$ cat config.mk
export PLATFORM = sky130hd
export DESIGN_NAME = acl2_reading_ascii_formatter_flat
export DESIGN_NICKNAME = d
export VERILOG_FILES = /design/src/rtl/acl2_reading_ascii_formatter_if.sv /design/src/rtl/acl2_reading_ascii_formatter.sv /design/src/flat_wrapper.sv
export SDC_FILE = /design/constraint.sdc
export NUM_CORES = 1
export LEC_CHECK = 0
export BUFFER_PORTS_ARGS = -buffer_cell sky130_fd_sc_hd__buf_2
export CELL_PAD_IN_SITES_DETAIL_PLACEMENT = 0
export CELL_PAD_IN_SITES_GLOBAL_PLACEMENT = 2
export CORE_ASPECT_RATIO = 1.25
export CORE_UTILIZATION = 34
export DETAILED_ROUTE_END_ITERATION = 12
export PLACE_DENSITY_LB_ADDON = 0.1
export SLEW_MARGIN = 20
export SYNTH_ARGS = -nofsm -noshare
export SYNTH_HDL_FRONTEND = slang
export SYNTH_SLANG_ARGS = --single-unit
$ cat constraint.sdc
create_clock -name i_clk_20mhz -period 2.9 [get_ports i_clk_20mhz]
set_clock_uncertainty 0.2 [all_clocks]
set_input_delay 0 -clock i_clk_20mhz [delete_from_list [all_inputs] [get_ports i_clk_20mhz]]
set_output_delay 0 -clock i_clk_20mhz [all_outputs]
set_load 0.03 [all_outputs]
$ cat src/rtl/acl2_reading_ascii_formatter_if.sv
// Measurement-in / ASCII-line-out bundle for the ACL2 reading formatter.
interface acl2_reading_ascii_formatter_if #(
  parameter int unsigned parm_drop_cnt_bits = 8
);
  logic [63:0]                   i_data_3axis_temp;
  logic                          i_data_valid;
  logic [215:0]                  o_line_ascii;
  logic                          o_line_valid;
  logic                          o_busy;
  logic [parm_drop_cnt_bits-1:0] o_drop_count;

  modport master (
    output i_data_3axis_temp, i_data_valid,
    input  o_line_ascii, o_line_valid, o_busy, o_drop_count
  );

  modport slave (
    input  i_data_3axis_temp, i_data_valid,
    output o_line_ascii, o_line_valid, o_busy, o_drop_count
  );
endinterface

$ cat src/rtl/acl2_reading_ascii_formatter.sv
// Converts the ACL2 X/Y/Z/Temperature readings into a 27-char ASCII line
// ("X+0123 Y-0045 Z+1002 T+0210") using a sequential double-dabble engine.
module acl2_reading_ascii_formatter #(
  parameter logic [7:0]  parm_sep_char      = 8'h20,
  parameter int unsigned parm_drop_cnt_bits = 8
) (
  input logic                          i_clk_20mhz,
  input logic                          i_rst_20mhz,
  acl2_reading_ascii_formatter_if.slave bus
);

  typedef enum logic [2:0] {
    ST_IDLE,
    ST_LOAD,
    ST_SHIFT,
    ST_STORE,
    ST_DONE
  } state_t;

  state_t                        state;
  logic [11:0]                   cap_val [0:3];
  logic [1:0]                    idx;
  logic                          sign_q;
  logic [11:0]                   mag_q;
  logic [15:0]                   bcd_q;
  logic [3:0]                    iter_q;
  logic [47:0]                   field_q [0:3];
  logic [215:0]                  line_q;
  logic                          line_valid_q;
  logic                          busy_q;
  logic [parm_drop_cnt_bits-1:0] drop_q;

  logic [11:0] raw_val;
  logic [11:0] raw_mag;
  logic [15:0] bcd_adj;
  logic [15:0] bcd_shift;
  logic [7:0]  letter;

  // Select the current reading, take its magnitude and prepare one double-dabble step
  always_comb begin
    raw_val = cap_val[idx];
    raw_mag = raw_val[11] ? (~raw_val + 12'd1) : raw_val;
    bcd_adj = bcd_q;
    for (int unsigned i = 0; i < 4; i++) begin
      if (bcd_q[4*i +: 4] >= 4'd5) begin
        bcd_adj[4*i +: 4] = bcd_q[4*i +: 4] + 4'd3;
      end
    end
    bcd_shift = (bcd_adj << 1) | {15'b0, mag_q[11]};
    case (idx)
      2'd0:    letter = 8'h58;
      2'd1:    letter = 8'h59;
      2'd2:    letter = 8'h5A;
      default: letter = 8'h54;
    endcase
  end

  // Conversion sequencer, drop counter and registered outputs.
  // busy_q stays high through the line_valid cycle, so a sample arriving in
  // that cycle is counted as a drop rather than accepted.
  always_ff @(posedge i_clk_20mhz) begin
    if (i_rst_20mhz) begin
      state        <= ST_IDLE;
      idx          <= '0;
      sign_q       <= 1'b0;
      mag_q        <= '0;
      bcd_q        <= '0;
      iter_q       <= '0;
      line_q       <= '0;
      line_valid_q <= 1'b0;
      busy_q       <= 1'b0;
      drop_q       <= '0;
      for (int unsigned i = 0; i < 4; i++) begin
        cap_val[i] <= '0;
        field_q[i] <= '0;
      end
    end else begin
      line_valid_q <= 1'b0;
      if (bus.i_data_valid && busy_q && (drop_q != '1)) begin
        drop_q <= drop_q + 1'b1;
      end
      case (state)
        ST_IDLE: begin
          if (bus.i_data_valid && !busy_q) begin
            cap_val[0] <= {bus.i_data_3axis_temp[51:48], bus.i_data_3axis_temp[63:56]};
            cap_val[1] <= {bus.i_data_3axis_temp[35:32], bus.i_data_3axis_temp[47:40]};
            cap_val[2] <= {bus.i_data_3axis_temp[19:16], bus.i_data_3axis_temp[31:24]};
            cap_val[3] <= {bus.i_data_3axis_temp[3:0],   bus.i_data_3axis_temp[15:8]};
            idx        <= '0;
            busy_q     <= 1'b1;
            state      <= ST_LOAD;
          end else begin
            busy_q <= 1'b0;
          end
        end
        ST_LOAD: begin
          sign_q <= raw_val[11];
          mag_q  <= raw_mag;
          bcd_q  <= '0;
          iter_q <= '0;
          state  <= ST_SHIFT;
        end
        ST_SHIFT: begin
          bcd_q  <= bcd_shift;
          mag_q  <= {mag_q[10:0], 1'b0};
          iter_q <= iter_q + 4'd1;
          if (iter_q == 4'd11) begin
            state <= ST_STORE;
          end
        end
        ST_STORE: begin
          field_q[idx] <= {letter, (sign_q ? 8'h2D : 8'h2B),
                           4'h3, bcd_q[15:12], 4'h3, bcd_q[11:8],
                           4'h3, bcd_q[7:4],   4'h3, bcd_q[3:0]};
          if (idx == 2'd3) begin
            state <= ST_DONE;
          end else begin
            idx   <= idx + 2'd1;
            state <= ST_LOAD;
          end
        end
        ST_DONE: begin
          line_q       <= {field_q[0], parm_sep_char, field_q[1], parm_sep_char,
                           field_q[2], parm_sep_char, field_q[3]};
          line_valid_q <= 1'b1;
          state        <= ST_IDLE;
        end
        default: state <= ST_IDLE;
      endcase
    end
  end

  assign bus.o_line_ascii = line_q;
  assign bus.o_line_valid = line_valid_q;
  assign bus.o_busy       = busy_q;
  assign bus.o_drop_count = drop_q;

endmodule

$ cat src/flat_wrapper.sv
// flat-port wrapper written by rule: the top's interface ports become plain ports
module acl2_reading_ascii_formatter_flat 
#(
  parameter logic [7:0]  parm_sep_char      = 8'h20,
  parameter int unsigned parm_drop_cnt_bits = 8
)
  (i_clk_20mhz, i_rst_20mhz, bus_i_data_3axis_temp, bus_i_data_valid, bus_o_line_ascii, bus_o_line_valid, bus_o_busy, bus_o_drop_count);
  acl2_reading_ascii_formatter_if #(.parm_drop_cnt_bits(parm_drop_cnt_bits)) bus_i ();
  input logic i_clk_20mhz;
  input logic i_rst_20mhz;
  input wire logic [$bits(bus_i.i_data_3axis_temp)-1:0] bus_i_data_3axis_temp;
  input wire logic [$bits(bus_i.i_data_valid)-1:0] bus_i_data_valid;
  output wire logic [$bits(bus_i.o_line_ascii)-1:0] bus_o_line_ascii;
  output wire logic [$bits(bus_i.o_line_valid)-1:0] bus_o_line_valid;
  output wire logic [$bits(bus_i.o_busy)-1:0] bus_o_busy;
  output wire logic [$bits(bus_i.o_drop_count)-1:0] bus_o_drop_count;
  assign bus_i.i_data_3axis_temp = bus_i_data_3axis_temp;
  assign bus_i.i_data_valid = bus_i_data_valid;
  assign bus_o_line_ascii = bus_i.o_line_ascii;
  assign bus_o_line_valid = bus_i.o_line_valid;
  assign bus_o_busy = bus_i.o_busy;
  assign bus_o_drop_count = bus_i.o_drop_count;
  acl2_reading_ascii_formatter #(.parm_sep_char(parm_sep_char), .parm_drop_cnt_bits(parm_drop_cnt_bits)) u_core (.i_clk_20mhz(i_clk_20mhz), .i_rst_20mhz(i_rst_20mhz), .bus(bus_i));
endmodule
==> results of run 1 <==
path summary, 6_finish.rpt:
kind | cells past startpoint | from | end | slack (ps)
worst min-delay path | 3 | i_rst_20mhz | u_core.field_q[0][33] | 210
worst max-delay path | 5 | u_core.state[2] | u_core.cap_val[0][10] | 250
worst min register to register | 2 | bus_o_line_ascii[193] | bus_o_line_ascii[193] | 250
worst max register to register | 5 | u_core.state[2] | u_core.cap_val[0][10] | 250
power groups by stage:
stage | sequential, W | clock (W) | combinational (W)
floorplan | 0.00457 | 0 | 0.000763
global placement | 0.00460 | 0 | 0.000943
detailed placement | 0.00460 | 0 | 0.000948
global route | 0.00453 | 0.00401 | 0.00116
CTS | 0.00452 | 0.00387 | 0.00107
finish | 0.00451 | 0.00374 | 0.00105
cell type report:
| class | instances | share of cell area (%) |
|---|---|---|
| inverter | 18 | 0.450 |
| clock inverter | 6 | 0.391 |
| tap | 474 | 3.95 |
| clock buffer | 50 | 5.97 |
| timing repair buffer | 324 | 14.8 |
| multi-input combinational | 733 | 27.4 |
| sequential | 283 | 47.0 |
state kept, by name, indices dropped and copies added (netlist names), named ones only:
signal / cells
u_core.cap_val: 48
u_core.sign_q: 1
u_core.bus.o_line_valid: 1
bus_o_line_ascii: 92
u_core.state: 3
u_core.mag_q: 12
u_core.idx: 2
u_core.bus.o_drop_count: 8
u_core.iter_q: 4
u_core.field_q: 92
u_core.bus.o_line_ascii: 1
u_core.bus.o_busy: 1
u_core.bcd_q: 16
critical path, delay by kind of cell (launching register included):
family / cells / cell delay [ps]
buffers and inverters: 1 / 550
flip-flops: 1 / 390
AND/OR/NAND/NOR: 4 / 1350
cell families (layout without fill, tap and decap cells):
kind of cell,Yosys count,count (layout)
adders and majority gates,15,15
DFF,283,283
buffers and inverters,214,398
other,1,73
xor gates and xnor gates,19,19
and+or+nand+nor,436,436
AOI/OAI and AO/OA,170,170
muxes,20,20
metal layers:
layer | GRT usage [%] | vias up | share of wire (%)
met5 | 0 | - | 0
met4 | 5.73 | 0 | 2.8
met3 | 2.18 | 51 | 3.8
met2 | 30.5 | 215 | 53
met1 | 18.0 | 4079 | 41
li1 | - | 4244 | -
cells in the final DEF, fill, tap and decap left out, drive strengths merged, types with 5 or more instances in the layout:
cell type,n
buf,226
nand2,200
dfxtp,143
edfxtp,140
a21oi,112
dlygate4sd3,98
and2,85
conb,73
nor2,50
clkbuf,50
nor4,31
inv,18
a22oi,17
and3,15
ha,15
nor3,15
xnor2,13
mux4,12
nand3,11
o21ai,9
nand2b,9
mux2i,7
o22ai,7
xor2,6
nand4,5
a31oi,5
through the flow:
stage	setup slack [ps]	hold slack, ps	total power, W	instances	utilization [%]
final	248	213	0.00931	1888	42.5
after global routing	50.8	202	0.00971	1888	42.5
after CTS	203	180	0.00946	1887	42.4
after detailed placement	330	80.2	0.00555	1733	36.9
after global placement	348	79.7	0.00554	1733	36.9
after floorplan	383	-1.85	0.00534	1230	-
==> results.txt, run 1 <==
----------------------------------------------------
[Timing]
  Final number of hold-violating endpoints ... 0
  Slew at the pin closest to its max-slew limit ... 1030 ps
  Final clock period utilization by the worst path ... around nine tenths
  Max_slew headroom ... 31.1%
  Max Clock Freq ... between 300 and 400 MHz
  Setup violations, final ... 0
  Final Max Tran Viols ... 0
  Setup repair after global routing missed its margin ... false
  Final worst path period need ... 2650 ps
  Setup TNS Final ... 0 ps

[Power]
  Share of power burned in registers ... 48.5%
  Max IR drop VDD ... between 300 and 400 uV
  Switching part of the total ... about 25%
  Leakage ... around 6.2 nW
  Switching power ... roughly 0.0023 W
  Combinational share of power ... between 10 and 15%
  Power density cells ... 619 mW/mm^2
  Internal Pwr Total ... about 0.0070 W
  Clock network fraction of total power ... between 40% and 50%

[Clocking]
  CTS Hold Buffers Added ... just under 100
  Post-CTS repair timing setup buffer count ... 0
  Inserted Clock Buffers ... 30
  Bufs on Longest Clock Path ... 3
  Clock tree sinks ... approximately 280
  TritonCTS clock tree ... yes
  Insertion delay of the later-clocked pin in the worst-skew pair ... ~560 ps
  CTS Root Buffer Type ... sky130_fd_sc_hd__clkbuf_16
  CTS HTree Levels ... 1
  Clock slew seen by the registers of the worst setup and hold paths ... 60 ps
  # resized after CTS ... 0

[Detailed routing]
  Number of DRC markers after the initial detailed-route iteration ... approximately 350
  Average wire per standard cell ... between 15 and 20 um
  Post-route antenna net violation count ... 0
  Total Wirelength ... between 20000 and 30000 um
  DRC violation count after routing ... 0
  Number of iterations in the first detailed-routing pass ... 6
  Vias ... between 8k and 9k
  Vias per std cell ... 4.55

[Floorplan]
  IO Pins ... slightly below 300
  Count of standard-cell rows ... just under 80
  Starting Density ... around 34%
  Floorplan die area ... around 0.037 mm^2
  Horizontal die dimension ... about 170 um
  Die outline height ... between 200 and 250 um
  Core area ... between 0.03 and 0.04 mm^2

[Setup path]
  Worst Setup End Kind ... flop
  Max incr delay on CP ... 570 ps
  Worst-path cell with the longest stage delay ... sky130_fd_sc_hd__nor2_4
  Startpoint Class ... flop
  Worst Setup Path Type ... flop to flop
  Req. time, crit path ... 3120 ps
  Data arrival time of the critical path ... roughly 2900 ps
  List of cells traversed by the critical path ... nor3_1, nand2_1, nor2_4, and2_1, dlygate4sd3_1
  Highest net fanout along the worst path ... 48

[Yosys]
  Post-synth top flop ... sky130_fd_sc_hd__dfxtp_1
  Most common cell in the netlist ... sky130_fd_sc_hd__nand2_1
  Post-synthesis adder-cell area fraction ... approximately 1.5%
  Avg Cell Area, Syn ... approximately 11 um^2
  Post-synthesis compound-gate area fraction ... between 8 and 9%
  Leading post-synthesis cells by instance count ... sky130_fd_sc_hd__nand2_1 (200), sky130_fd_sc_hd__dfxtp_1 (143), sky130_fd_sc_hd__edfxtp_1 (140)
  Dominant cells by area after synthesis ... sky130_fd_sc_hd__edfxtp_1 (35%), sky130_fd_sc_hd__dfxtp_1 (23%), sky130_fd_sc_hd__buf_4 (7.6%)
  Synthesized-area fraction occupied by xor and xnor cells ... under 10%
  Combinational family with the most area after synthesis ... simple AND/OR/NAND/NOR gates
  Number of cells produced by synthesis ... 1158
  Share of the yosys chip area belonging to registers ... 58.0%
  Synthesis warning total ... 0
  Netlist area before placement ... about 0.012 mm^2
  EDFF count, synth ... 140
  Share of Yosys cell area claimed by the top area cell type ... between 30% and 40%
  Multiplexer share of the synthesized area ... around 3.1%
  Async SR Flop Fraction ... 0%
  Post-synthesis cell type with the largest combined area ... sky130_fd_sc_hd__edfxtp_1
  Synth unique cells ... 54
  Synth Area in Simple Gates ... 17.4%
  Register bit total from synthesis ... 283

[Place]
  DP Area ... ~0.013 mm^2
  RePlAce Congestion ... around 0.74
  Input/output buffers ... slightly above 200
  HPWL reported at the end of detailed placement ... ~19000 um

[Global routing]
  Vias in the first global route ... around 8.4k
  Overall routing resource usage ... between 10% and 20%
  Global-route wire length before repair ... around 45000 um
  Antenna violations before repair ... 0
  Pin count of the biggest net entering global routing ... 94
  Congestion Overflow GR ... 0

[Cells and area]
  Final design area excluding fillers ... 0.0150 mm^2
  Ratio of cells with drive above 1 in the final layout ... approximately a fifth
  Sequential cell area in the final layout ... just over 0.007 mm^2
  Net count of the finished layout ... 1472
  Area of the multi-input gates ... between 0.004 and 0.005 mm^2
  Fillers ... ~3.5k
  Ant. Diodes ... 0
  Area Growth Syn to Fin ... 23.3%

[Run status]
  Run status ... finished, final reports clean

[Job]
  Max-Cap Viols ... 0

[Worst hold path]
  Worst hold path class ... input port to flop

----------------------------------------------------
No activity file was read; power rests on OpenSTA's default activity.
==> run 2: changes to the inputs <==
--- a/config.mk
+++ b/config.mk
@@ -5,11 +5,12 @@
 export SDC_FILE = /design/constraint.sdc
 export NUM_CORES = 1
 export LEC_CHECK = 0
+export ABC_AREA = 1
 export BUFFER_PORTS_ARGS = -buffer_cell sky130_fd_sc_hd__buf_2
 export CELL_PAD_IN_SITES_DETAIL_PLACEMENT = 0
 export CELL_PAD_IN_SITES_GLOBAL_PLACEMENT = 2
 export CORE_ASPECT_RATIO = 1.25
-export CORE_UTILIZATION = 34
+export CORE_UTILIZATION = 32
 export DETAILED_ROUTE_END_ITERATION = 12
 export PLACE_DENSITY_LB_ADDON = 0.1
 export SLEW_MARGIN = 20
==> run 2 against run 1 <==
Register-to-register slack improved by 220 ps; hold slack worse by 160 ps; highest routed layer unchanged; sequential share of layout area rose by 1.2 points; area after synthesis barely moved; synthesized cell count grew 17%; count of clock-buffer cells in the layout is 17 lower; critical path type unchanged; sequential power rose by 5.5%.
==> results.txt, run 2 <==
----------------------------------------------------
[Clocking]
  # resized after CTS ... 0 (unchanged)
  Bufs on Longest Clock Path ... 3 (unchanged)
  Clock slew seen by the registers of the worst setup and hold paths ... 60 ps (about the same)
  Inserted Clock Buffers ... 31 (was 30)
  CTS HTree Levels ... 1 (unchanged)
  Post-CTS repair timing setup buffer count ... 0 (unchanged)
  TritonCTS clock tree ... yes (unchanged)
  Clock tree sinks ... 283 (unchanged)
  CTS Root Buffer Type ... sky130_fd_sc_hd__clkbuf_16 (unchanged)
  CTS Hold Buffers Added ... 50 (was 98)
  Insertion delay of the later-clocked pin in the worst-skew pair ... 580 ps (was 560 ps)

[Yosys]
  Netlist area before placement ... 0.0122 mm^2 (about the same)
  Dominant cells by area after synthesis ... sky130_fd_sc_hd__edfxtp_1 (35%), sky130_fd_sc_hd__dfxtp_1 (24%), sky130_fd_sc_hd__nor2_1 (11%) (was sky130_fd_sc_hd__edfxtp_1 (35%), sky130_fd_sc_hd__dfxtp_1 (23%), sky130_fd_sc_hd__buf_4 (7.6%))
  Post-synth top flop ... sky130_fd_sc_hd__dfxtp_1 (unchanged)
  EDFF count, synth ... 140 (unchanged)
  Register bit total from synthesis ... 283 (unchanged)
  Avg Cell Area, Syn ... 9.02 um^2 (was 10.5 um^2)
  Share of Yosys cell area claimed by the top area cell type ... 34.5% (about the same)
  Async SR Flop Fraction ... 0% (unchanged)
  Most common cell in the netlist ... sky130_fd_sc_hd__nor2_1 (was sky130_fd_sc_hd__nand2_1)
  Number of cells produced by synthesis ... 1351 (was 1158)
  Post-synthesis cell type with the largest combined area ... sky130_fd_sc_hd__edfxtp_1 (unchanged)
  Synth unique cells ... 38 (was 54)
  Leading post-synthesis cells by instance count ... sky130_fd_sc_hd__nor2_1 (342), sky130_fd_sc_hd__dfxtp_1 (143), sky130_fd_sc_hd__edfxtp_1 (140) (was sky130_fd_sc_hd__nand2_1 (200), sky130_fd_sc_hd__dfxtp_1 (143), sky130_fd_sc_hd__edfxtp_1 (140))
  Share of the yosys chip area belonging to registers ... 58.0% (about the same)
  Synthesis warning total ... 0 (unchanged)

[Cells and area]
  Area Growth Syn to Fin ... 20.3% (was 23.3%)
  Net count of the finished layout ... 1631 (was 1472)
  Final design area excluding fillers ... 0.0147 mm^2 (was 0.0150 mm^2)
  Fillers ... 3944 (was 3538)
  Ant. Diodes ... 0 (unchanged)
  Ratio of cells with drive above 1 in the final layout ... 19.2% (was 20.5%)
  Most frequent cells in the layout ... sky130_fd_sc_hd__nor2_1 (342), sky130_fd_sc_hd__buf_2 (203), sky130_fd_sc_hd__dfxtp_1 (143), sky130_fd_sc_hd__edfxtp_1 (140), sky130_fd_sc_hd__nand2_1 (123) (was sky130_fd_sc_hd__buf_2 (202), sky130_fd_sc_hd__nand2_1 (200), sky130_fd_sc_hd__dfxtp_1 (143), sky130_fd_sc_hd__edfxtp_1 (140), sky130_fd_sc_hd__a21oi_1 (112))
  Most common cell after layout, fill and taps aside ... sky130_fd_sc_hd__nor2_1 (was sky130_fd_sc_hd__buf_2)
  Count of placed standard cells in the final layout, fillers left out ... 2060 (was 1888)

[Global routing]
  Congestion Overflow GR ... 0 (unchanged)
  Global-route wire length before repair ... 45500 um (was 45200 um)
  Pin count of the biggest net entering global routing ... 94 (unchanged)
  Antenna violations before repair ... 0 (unchanged)
  Overall routing resource usage ... 15.0% (was 16.0%)
  Vias in the first global route ... 8538 (was 8351)

[Timing]
  Final worst path period need ... 2440 ps (was 2650 ps)
  Setup violations, final ... 0 (unchanged)
  Max_slew headroom ... 49.8% (was 31.1%)
  Setup repair after global routing missed its margin ... false (unchanged)
  Final number of hold-violating endpoints ... 0 (unchanged)
  Setup TNS Final ... 0 ps (unchanged)
  Worst-case setup margin in the final layout ... 464 ps (was 248 ps)
  Final Max Tran Viols ... 0 (unchanged)
  Max Clock Freq ... 410 MHz (was 377 MHz)
  Slew at the pin closest to its max-slew limit ... 753 ps (was 1030 ps)
  Final clock period utilization by the worst path ... 84.0% (was 91.5%)

[Detailed routing]
  Number of iterations in the first detailed-routing pass ... 5 (was 6)
  Vias ... 8862 (was 8589)
  Total Wirelength ... 29000 um (was 29200 um)
  Vias per std cell ... 4.30 (was 4.55)
  Average wire per standard cell ... 14.1 um (was 15.5 um)
  DRC violation count after routing ... 0 (unchanged)
  Number of DRC markers after the initial detailed-route iteration ... 358 (was 352)
  Post-route antenna net violation count ... 0 (unchanged)

[Setup path]
  Data arrival time of the critical path ... 2510 ps (was 2870 ps)
  List of cells traversed by the critical path ... inv_2, nor3_2, inv_2, nor2_4, inv_2, nor2_2, inv_2, nor2_4, inv_2, nand2_1, buf_12 (was nor3_1, nand2_1, nor2_4, and2_1, dlygate4sd3_1)
  Worst-path cell with the longest stage delay ... sky130_fd_sc_hd__dfxtp_1 (was sky130_fd_sc_hd__nor2_4)
  Max incr delay on CP ... 410 ps (was 570 ps)
  Worst Setup Path Type ... flop to flop (unchanged)
  Kind of cell adding the most delay to the critical path ... simple AND/OR/NAND/NOR gates (unchanged)
  Library cell appearing most often on the critical path ... sky130_fd_sc_hd__inv_2
  Worst Setup End Kind ... flop (unchanged)
  Req. time, crit path ... 2970 ps (was 3120 ps)
  Buffer and inverter count on the worst path ... 6 (was 1)
  Startpoint Class ... flop (unchanged)
  Highest net fanout along the worst path ... 23 (was 48)

[Place]
  Input/output buffers ... 203 (unchanged)
  DP Area ... 0.0131 mm^2 (about the same)
  HPWL reported at the end of detailed placement ... 20100 um (was 18600 um)
  RePlAce Congestion ... 0.744 (was 0.737)
  Placed cell count ... 1952 (was 1733)
  Worst slack, placed ... 443 ps (was 330 ps)

[Power]
  Power density cells ... 736 mW/mm^2 (was 619 mW/mm^2)
  Max IR drop VDD ... 450 uV (was 397 uV)
  Pwr Total ... 0.0108 W (was 0.00931 W)
  Leakage ... 6.29 nW (was 6.19 nW)

[Floorplan]
  Starting Density ... 32.6% (was 34.5%)
  Core area ... 0.0374 mm^2 (was 0.0354 mm^2)
  Horizontal die dimension ... 177 um (was 171 um)
  Floorplan die area ... 0.0389 mm^2 (was 0.0366 mm^2)
  Count of standard-cell rows ... 79 (was 77)
  Die outline height ... 220 um (was 214 um)
  IO Pins ... 293 (unchanged)

[Worst hold path]
  Worst hold path class ... input port to flop (unchanged)

[Run status]
  Run status ... finished, final reports clean (unchanged)

[Job]
  Max-Cap Viols ... 0 (unchanged)

----------------------------------------------------
[run 2: changes by cell type after synthesis, moves of 67 or more]
cell	delta
sky130_fd_sc_hd__and2_1	-85
sky130_fd_sc_hd__a21oi_1	-67
sky130_fd_sc_hd__nand2_1	-75
sky130_fd_sc_hd__inv_1	+94
sky130_fd_sc_hd__o21ai_0	+111
sky130_fd_sc_hd__nor2_1	+292
[run 2: power breakdown]
| group | switching, W | total [W] | leakage (nW) | internal (W) |
|---|---|---|---|---|
| clock network | 0.00165 | 0.00406 | 0.521 | 0.00241 |
| registers | 0.000147 | 0.00476 | 2.62 | 0.00461 |
| logic | 0.00140 | 0.00198 | 3.15 | 0.000575 |
| total | 0.00320 | 0.0108 | 6.29 | 0.00760 |
[run 2: area by class of cell]
cell class	instances	area [um^2]	area share (%)
Timing Repair Buffer	280	1740	11.9
Multi-Input combinational cell	832	3730	25.5
Inverter	121	454	3.10
Sequential cell	283	7070	48.2
Clock inverter	25	269	1.84
Clock buffer	33	783	5.34
Tap cell	486	608	4.15
[run 2: kinds of logic after synthesis]
family	after synthesis	share of synthesized area, %
AND/OR/NAND/NOR	552	18.3
buffers and inverters	308	13.7
adder cells (fa/ha/maj)	15	1.54
XOR/XNOR	3	0.216
AO/OA/AOI/OAI	189	8.18
other	1	0.0308
flip-flops	283	58.0
[run 2: through the flow]
step	util [%]	hold slack [ps]
floorplan	-	8.02
global placement	35.1	107
detailed placement	35.1	103
CTS	39.2	29.7
global route	39.2	59.4
finish	39.2	57.3
[run 2: worst paths after layout]
check | slack, ps | from | endpoint | cells after the start
worst max-delay path | 460 | u_core.state[0] | u_core.field_q[1][15] | 11
worst min-delay path | 60 | bus_i_data_3axis_temp[9] | u_core.cap_val[3][1] | 4
worst max register to register | 460 | u_core.state[0] | u_core.field_q[1][15] | 11
worst min register to register | 260 | u_core.bcd_q[15] | u_core.bcd_q[15] | 2
[run 2: metal layers]
layer / wire, um / vias to the layer above / track usage (%) / part of all wire [%]
met1: 12000 / 4039 / 17.0 / 41
met4: 646 / 0 / 4.68 / 2.2
met2: 15200 / 202 / 28.6 / 52
met3: 1160 / 40 / 2.11 / 4.0
li1: - / 4581 / - / -
met5: 0 / - / 0 / 0
[run 2: worst reg2reg max path, stage by stage (launching register included)]
cell and delay, ps:
sky130_fd_sc_hd__dfxtp_1 410, sky130_fd_sc_hd__inv_2 60, sky130_fd_sc_hd__nor3_2 230, sky130_fd_sc_hd__inv_2 110, sky130_fd_sc_hd__nor2_4 100, sky130_fd_sc_hd__inv_2 100, sky130_fd_sc_hd__nor2_2 110, sky130_fd_sc_hd__inv_2 70
sky130_fd_sc_hd__nor2_4 90, sky130_fd_sc_hd__inv_2 160, sky130_fd_sc_hd__nand2_1 280, sky130_fd_sc_hd__buf_12 210
